<file path="src/rtl/fc_layer_sequencer.sv">
// Controller around a bank of constant-weight FC neurons: loads one serial input frame,
// waits for the bank to settle, captures it, streams results out and reports the argmax.
module fc_layer_sequencer #(
  parameter int WIDTH  = 8,
  parameter int IN     = 128,
  parameter int OUT_N  = 10,
  parameter int ACC_W  = 22,
  parameter int SETTLE = 2
) (
  input  logic                     clk,
  input  logic                     rst_n,
  input  logic                     in_valid,
  output logic                     in_ready,
  input  logic [WIDTH-1:0]         in_data,
  input  logic                     in_last,
  output logic [IN*WIDTH-1:0]      x_vec,
  input  logic [OUT_N*ACC_W-1:0]   z_vec,
  output logic                     out_valid,
  input  logic                     out_ready,
  output logic [ACC_W-1:0]         out_data,
  output logic [$clog2(OUT_N)-1:0] out_idx,
  output logic                     out_last,
  output logic                     class_valid,
  output logic [$clog2(OUT_N)-1:0] class_idx,
  output logic                     err_len,
  output logic                     busy
);
  localparam int CNT_W = $clog2(IN);
  localparam int IDX_W = $clog2(OUT_N);
  localparam int SW    = (SETTLE > 0) ? $clog2(SETTLE + 1) : 1;
  localparam logic [CNT_W-1:0] CNT_LAST = CNT_W'(IN - 1);
  localparam logic [IDX_W-1:0] IDX_LAST = IDX_W'(OUT_N - 1);

  typedef enum logic [1:0] {ST_LOAD, ST_SETTLE, ST_EMIT} state_t;

  state_t           state;
  logic [CNT_W-1:0] cnt;
  logic [SW-1:0]    scnt;
  logic [IDX_W-1:0] e;
  logic [IDX_W-1:0] e_nxt;
  logic [WIDTH-1:0] xbuf [IN];
  logic [ACC_W-1:0] cap  [OUT_N];
  logic [ACC_W-1:0] max_val;
  logic [IDX_W-1:0] max_idx;
  logic             upd;

  always_comb begin
    x_vec = '0;
    for (int i = 0; i < IN; i++) x_vec[i*WIDTH +: WIDTH] = xbuf[i];
  end

  assign e_nxt = e + IDX_W'(1);
  // Argmax candidate: element 0 seeds the running max, later ones replace it only when strictly larger.
  assign upd   = (e == '0) || (out_data > max_val);

  always_ff @(posedge clk or negedge rst_n) begin
    if (!rst_n) begin
      state       <= ST_LOAD;
      cnt         <= '0;
      scnt        <= '0;
      e           <= '0;
      for (int i = 0; i < IN; i++) xbuf[i] <= '0;
      for (int k = 0; k < OUT_N; k++) cap[k] <= '0;
      in_ready    <= 1'b0;
      out_valid   <= 1'b0;
      out_data    <= '0;
      out_idx     <= '0;
      out_last    <= 1'b0;
      class_valid <= 1'b0;
      class_idx   <= '0;
      err_len     <= 1'b0;
      busy        <= 1'b0;
      max_val     <= '0;
      max_idx     <= '0;
    end else begin
      class_valid <= 1'b0;
      err_len     <= 1'b0;
      case (state)
        ST_LOAD: begin
          in_ready <= 1'b1;
          if (in_valid && in_ready) begin
            xbuf[cnt] <= in_data;
            // Unwritten tail elements are already zero: the buffer is cleared on every return to LOAD.
            if (in_last || cnt == CNT_LAST) begin
              err_len  <= !(in_last && cnt == CNT_LAST);
              state    <= ST_SETTLE;
              in_ready <= 1'b0;
              busy     <= 1'b1;
              cnt      <= '0;
              scnt     <= '0;
            end else begin
              cnt <= cnt + CNT_W'(1);
            end
          end
        end
        ST_SETTLE: begin
          if (scnt == SW'(SETTLE)) begin
            for (int k = 0; k < OUT_N; k++) cap[k] <= z_vec[k*ACC_W +: ACC_W];
            e     <= '0;
            state <= ST_EMIT;
          end else begin
            scnt <= scnt + SW'(1);
          end
        end
        ST_EMIT: begin
          if (!out_valid) begin
            out_valid <= 1'b1;
            out_data  <= cap[e];
            out_idx   <= e;
            out_last  <= (e == IDX_LAST);
          end else if (out_ready) begin
            if (upd) begin
              max_val <= out_data;
              max_idx <= e;
            end
            if (e == IDX_LAST) begin
              out_valid   <= 1'b0;
              out_last    <= 1'b0;
              class_valid <= 1'b1;
              class_idx   <= upd ? e : max_idx;
              e           <= '0;
              state       <= ST_LOAD;
              in_ready    <= 1'b1;
              busy        <= 1'b0;
              for (int i = 0; i < IN; i++) xbuf[i] <= '0;
            end else begin
              e        <= e_nxt;
              out_data <= cap[e_nxt];
              out_idx  <= e_nxt;
              out_last <= (e_nxt == IDX_LAST);
            end
          end
        end
        default: state <= ST_LOAD;
      endcase
    end
  end
endmodule

</file>
<file path="config.mk">
export PLATFORM = sky130hd
export DESIGN_NAME = fc_layer_sequencer
export DESIGN_NICKNAME = d
export VERILOG_FILES = /design/src/rtl/fc_layer_sequencer.sv
export SDC_FILE = /design/constraint.sdc
export NUM_CORES = 2
export LEC_CHECK = 0
export BUFFER_PORTS_ARGS = -buffer_cell sky130_fd_sc_hd__buf_2
export CAP_MARGIN = 20
export CORE_AREA = 2 2 508 510
export CTS_CLUSTER_SIZE = 14
export DETAILED_ROUTE_END_ITERATION = 8
export DIE_AREA = 0 0 510 512
export GPL_TIMING_DRIVEN = 0
export PLACE_DENSITY = 0.49
export SLEW_MARGIN = 20
export SYNTH_ARGS = -nofsm -noshare
export SYNTH_HDL_FRONTEND = slang
export SYNTH_SLANG_ARGS = --single-unit
</file>
<file path="constraint.sdc">
create_clock -name clk -period 3.1 [get_ports clk]
set_input_delay 0.31 -clock clk [delete_from_list [all_inputs] [get_ports clk]]
set_output_delay 0.31 -clock clk [all_outputs]
set_load 0.01 [all_outputs]
</file>
Yosys cells after proc, flatten, opt, wreduce, memory -nomap -nowiden:

Index checks and enable logic that the tools add are counted.

* word-level logic and storage cells: 266
* output and inout bits: 1060
* register bits: 1321
* input bits: 233

* reduce and logical (&&, ||, !) cells: 24
* $add $sub $neg: 3
* equality and inequality tests: 15
* muxes and demuxes: 63
* bitwise gates (word level): 3
* magnitude comparators: 5

Operator list (count)
* $mux 1024: 4
* $pmux 1024 s2: 1
* $bwmux 1024: 1
* $bmux 22 s4: 2
* $mux 22: 7
* $demux 8 s7: 1
* $mux 4: 8
* $mux 1: 23
* $gt 22x22->1: 1
* $reduce_and 4->1: 5
* $mux 2: 9
* $ne 2x2->1 const B: 8
* $reduce_and 6->1: 2
* $ge 5x5->1 const B: 2
* $not 4->5: 2
* $eq 4x4->1 const B: 2
* $ge 8x8->1 const B: 1
* $lt 8x1->1 const B: 1
* $mux 8: 1
* $not 7->8: 1
* $pmux 4 s2: 1
* $add 7x1->7 const B: 1
* $eq 7x7->1 const B: 1
* $mux 7: 1
* 17 further kinds: 27

Longest topological paths before layout:

* word-level depth: 8
* depth in mapped cells: 14
* mapped depth without buffers: 8

Worst setup path after synthesis:

No wires, ideal clock.

* path type: register to register
* from: register e[0]
* to: register out_data[16]
* setup time: 0.136 ns
* path slack: -0.264 ns
* stages on the path, launching flop included: 15
* path buffers: 7
* arrival: 3.228 ns
* cell sequence: dfrtp_1 -> clkbuf_1 -> buf_4 -> buf_2 -> buf_4 -> buf_2 -> inv_1 -> ha_1 -> buf_2 -> buf_2 -> mux4_2 -> mux2i_1 -> o22ai_1 -> o21ai_0 -> o21ai_0

* word-level cells in the longest chain between the ends: 8

Ends and longest elaborated chain
* start: declaration: RTL line 39 `logic [IDX_W-1:0] e;`
* start signal: assignment: RTL line 127 `e <= e_nxt;`
* $add 4x1->4: RTL line 52 `assign e_nxt = e + IDX_W'(1);`
* $not 4->5 (not written as such): RTL line 128 `out_data <= cap[e_nxt];`
* $bmux 22 s4: RTL line 128
* $mux 22 (not written as such) (2 in a row): RTL line 128
* $mux 22: RTL line 116 `if (e == IDX_LAST) begin`
* $mux 22: RTL line 111 `end else if (out_ready) begin`
* $mux 22: RTL line 106 `if (!out_valid) begin`
* end signal: assignment: RTL line 108 `out_data <= cap[e];`
* end signal: assignment: RTL line 128
* end: declaration: RTL line 20 `output logic [ACC_W-1:0] out_data,`

Several ways; a longest one is shown, not always the timed one. The select of a mux whose other input is x is not followed.
A chain may end at the register's enable or synchronous reset.

Final worst setup path:

* from: register cnt[1]
* to: register xbuf, in the netlist x_vec[640]

* word-level cells in the longest chain between the ends: 8

Ends and longest elaborated chain
* start: declaration: RTL line 37 `logic [CNT_W-1:0] cnt;`
* start signal: assignment: RTL line 92 `cnt <= cnt + CNT_W'(1);`
* $not 7->8 (not written as such) *: RTL line 82 `xbuf[cnt] <= in_data;`
* $ge 8x8->1 (not written as such) or $lt 8x1->1 (tied branches): RTL line 82
* $logic_and 1x1->1 (not written as such): RTL line 82
* $mux 8 (not written as such): RTL line 82
* $demux 8 s7 *: RTL line 82
* $bwmux 1024 *: RTL line 82
* $mux 1024 *: RTL line 81 `if (in_valid && in_ready) begin`
* $pmux 1024 s2 *: RTL line 78 `case (state)`
* end signal: indexed assignment: RTL line 82
* end: declaration: RTL line 41 `logic [WIDTH-1:0] xbuf [IN];`

Mark *: on every way between the ends. The rest lies on a longest branch, timed or not. The select of a mux whose other input is x is not followed.

==> metrics.cfg <==
[outcome]
status = complete, but fails checks
violations = hold timing

[setup_path]
critical-path-max-stage-delay_ns = 0.62
slowest_stage = o21ai_2
arrival_ns = 3.74
cp_common_cell = clkbuf_1
start_kind = flop
end_kind = flop
worstSetupPathType = flop to flop
path_max_fanout = 10
r2r_slack_ns = 0.08
critPathTopFamily = buffers and inverters
reg2reg_from = cnt[1]
worstPathRequired_ns = 3.83
worst-path-buf-inv = 4
crit_chain = clkbuf_1 -> or3_1 -> clkbuf_1 -> clkbuf_2 -> buf_12 -> nor2_1 -> o21ai_2 -> nand2_1 -> o21ai_0
crit_start = cnt[1]

[global_routing]
antenna_found_initial = 50
grt-ovfl-total = 0
grt_max_degree = 135
grt_pass1_vias = 46700
grt_pass1_wl_um = 394000
track_usage = 0.217

[finish]
multi_input_area_um2 = 19100
register_area_um2 = 33100
syn2layout_area_growth_pct = 38.4
fin_nets = 6824
drive_gt1_frac = 0.338
utilization = 0.288
n_fill_cell = 26900

[power_and_ir_drop]
irDropWorstVdd_uv = 523
power_density_nw_per_um2 = 819
p_leak_uw = 0.0349

[sta]
fin_hold_ws_ns = -0.409
min_period_over_period = 0.973
drv_slew = 0
relSlewSlack = 0.215
fmax_ghz = 0.332
fin_tns_setup_ns = 0
min_period_ns = 3.02
final-setup-viol-count = 0
rsz0062_at_grt = yes
finalClockSkew_ns = 0.0840
worst_pin_slew_ns = 1.18
report.final.hold_viol_count = 236

[floorplanning]
coreArea_um2 = 256000
die_area_um2 = 261000
start_util = 0.208
fp.dieW_um = 510
die_h_um = 512
fp-row-count = 186
boundaryPins = 1293

[min_path]
hp-class = input port to async pin

[detailed_routing]
drt_iter0_drc = 3898
antenna_left = 0
wl_per_cell_um = 28.9
dr.pass1.iters = 8
route.detailed.drc = 0
num_vias = 47100
viasPerCell = 4.67
wirelength_um = 291000

[run]
drv_cap = 0

[synthesis]
synth-seq-cells = 1321
synth_nets = 5071
synth_area_leaders = dfrtp_1 (62%), o21ai_0 (10%), nand2_1 (8.3%)
yosysUniqueCellTypes = 57
netlist.top_cell.by_area = dfrtp_1
async_reset_ff_frac = 1.00
synth_edf_count = 0
synth_ff_type = dfrtp_1
yosys_warnings = 0
netlist_area_um2 = 53200
synth-seq-area-share = 0.621
syn_avg_cell_area_um2 = 11.1
synth_top_area_frac = 0.621
syn_inst = 4809

[clock_tree]
clock-root-buffer = clkbuf_16
h-tree-depth = 4
path_clk_slew_ns = 0.06
cts_buffer_depth = 3
clock_latency_ns = 0.85
cts_buffers = 155
cts_tree = done
cts_sinks = 1321
hold_buffers = 235

[place]
routabilityCongestion = 0.915
hpwlAfterDp_um = 228000
port_buffers = 1292

state kept, by name, indices dropped and copies added, names as in the netlist:
register	cells
cap	220
state	2
out_data	22
busy	1
err_len	1
e	4
x_vec	1024
cnt	7
in_ready	1
max_val	22
out_idx	4
out_valid	1
max_idx	4
class_idx	4
class_valid	1
scnt	2
out_last	1
layout by cell type (no fill, tap or decap), types with 7 or more instances in the layout:
| cell | n |
|---|---|
| a21oi_1 | 35 |
| a221oi_1 | 22 |
| a22o_1 | 35 |
| and2_1 | 9 |
| buf_1 | 11 |
| buf_12 | 18 |
| buf_16 | 31 |
| buf_2 | 1309 |
| buf_4 | 33 |
| buf_6 | 13 |
| bufinv_16 | 17 |
| clkbuf_1 | 158 |
| clkbuf_16 | 155 |
| clkbuf_2 | 56 |
| clkbuf_8 | 32 |
| clkinv_16 | 9 |
| clkinv_2 | 30 |
| dfrtp_1 | 1321 |
| diode_2 | 18 |
| dlygate4sd3_1 | 232 |
| ha_1 | 28 |
| inv_1 | 47 |
| mux2_2 | 248 |
| mux2_4 | 16 |
| mux2i_1 | 47 |
| mux4_2 | 88 |
| nand2_1 | 1169 |
| nand2_2 | 12 |
| nand3_1 | 13 |
| nand4_1 | 9 |
| nor2_1 | 133 |
| nor2_2 | 14 |
| nor2b_1 | 7 |
| nor3_2 | 7 |
| o21ai_0 | 1064 |
| o21ai_1 | 10 |
| o21ai_2 | 124 |
| o22ai_1 | 23 |
| or3_1 | 7 |
report_power, final:
part	leakage [uW]	switching (uW)	internal, uW
logic	0.0144	11800	7190
clock network	0.00267	8200	11400
registers	0.0178	2200	19500
cell families (layout without fill, tap and decap cells):
| logic type | Yosys count | after routing | share of synthesized area |
|---|---|---|---|
| other | 0 | 18 | 0 |
| XOR/XNOR | 9 | 9 | 0.00148 |
| multiplexers | 399 | 399 | 0.103 |
| adder cells (fa/ha/maj) | 29 | 29 | 0.00682 |
| flip-flops | 1321 | 1321 | 0.621 |
| AO/OA/AOI/OAI | 1339 | 1339 | 0.141 |
| AND/OR/NAND/NOR | 1411 | 1411 | 0.103 |
| buffers and inverters | 301 | 2180 | 0.0231 |
final cells by class:
class	instances	area share
flip-flops and latches	1321	0.449
multi-input cells	3187	0.260
diodes	18	0.000612
inverters	47	0.00240
well taps	3384	0.0575
plain buffers	251	0.0178
repair buffers	1599	0.139
clock inverters	73	0.0150
clock buffers	210	0.0593
what timing repair did:
action	in CTS	in global routing
hold endpoints to repair	405	236
buffers inserted	11	2
resized for setup	85	40
pin swaps	5	2
cloned	1	0
setup endpoints to repair	1080	359
final timing paths:
| check | to | cells after the start |
|---|---|---|
| worst min-delay path | x_vec[522] | 3 |
| worst min register to register | x_vec[651] | 2 |
| min in group clk | cap[162] | 3 |
| worst max-delay path | x_vec[640] | 9 |
| worst max register to register | x_vec[640] | 9 |
| max in group asynchronous | x_vec[954] | 7 |
worst register-to-register path: stages, from the launching register on:
cell and delay [ns]:
dfrtp_1 0.40, clkbuf_1 0.37, or3_1 0.18, clkbuf_1 0.55
clkbuf_2 0.26, buf_12 0.18, nor2_1 0.16, o21ai_2 0.63
nand2_1 0.14, o21ai_0 0.11
per-stage QoR:
| step | hold slack (ns) | setup slack, ns | instances | total power (uW) | cell area (um^2) |
|---|---|---|---|---|---|
| 5_1_grt | -0.383 | -0.0408 | 10100 | 62700 | 73600 |
| 3_3_place_gp | 0.456 | -27.86 | 9485 | 39200 | 63900 |
| 3_5_place_dp | 0.304 | -1.30 | 9543 | 40300 | 65300 |
| 6_report | -0.409 | 0.0838 | 10100 | 60300 | 73600 |
| 2_1_floorplan | 0.0144 | 0.00862 | 4809 | 30500 | 53200 |
| 4_1_cts | -0.362 | -0.0259 | 10100 | 60800 | 73500 |
synth_stat cells, drive strengths merged, types with 10 or more instances:
library cell	count
buf	54
o21ai	1203
nand2	1182
clkbuf	200
mux2	264
mux4	88
dfrtp	1321
o22ai	23
a221oi	22
a21oi	35
nor3	10
nor2	148
mux2i	47
ha	29
a22o	35
nand3	16
inv	47
per-layer routing:
metal / vias up / wire (um) / track usage
met4: 20 / 15200 / 0.100
li1: 20200 / - / -
met3: 473 / 25000 / 0.0620
met1: 24100 / 115000 / 0.261
met2: 2260 / 136000 / 0.355
met5: - / 117 / 0
Note: power is estimated with default switching activity, not from simulation.
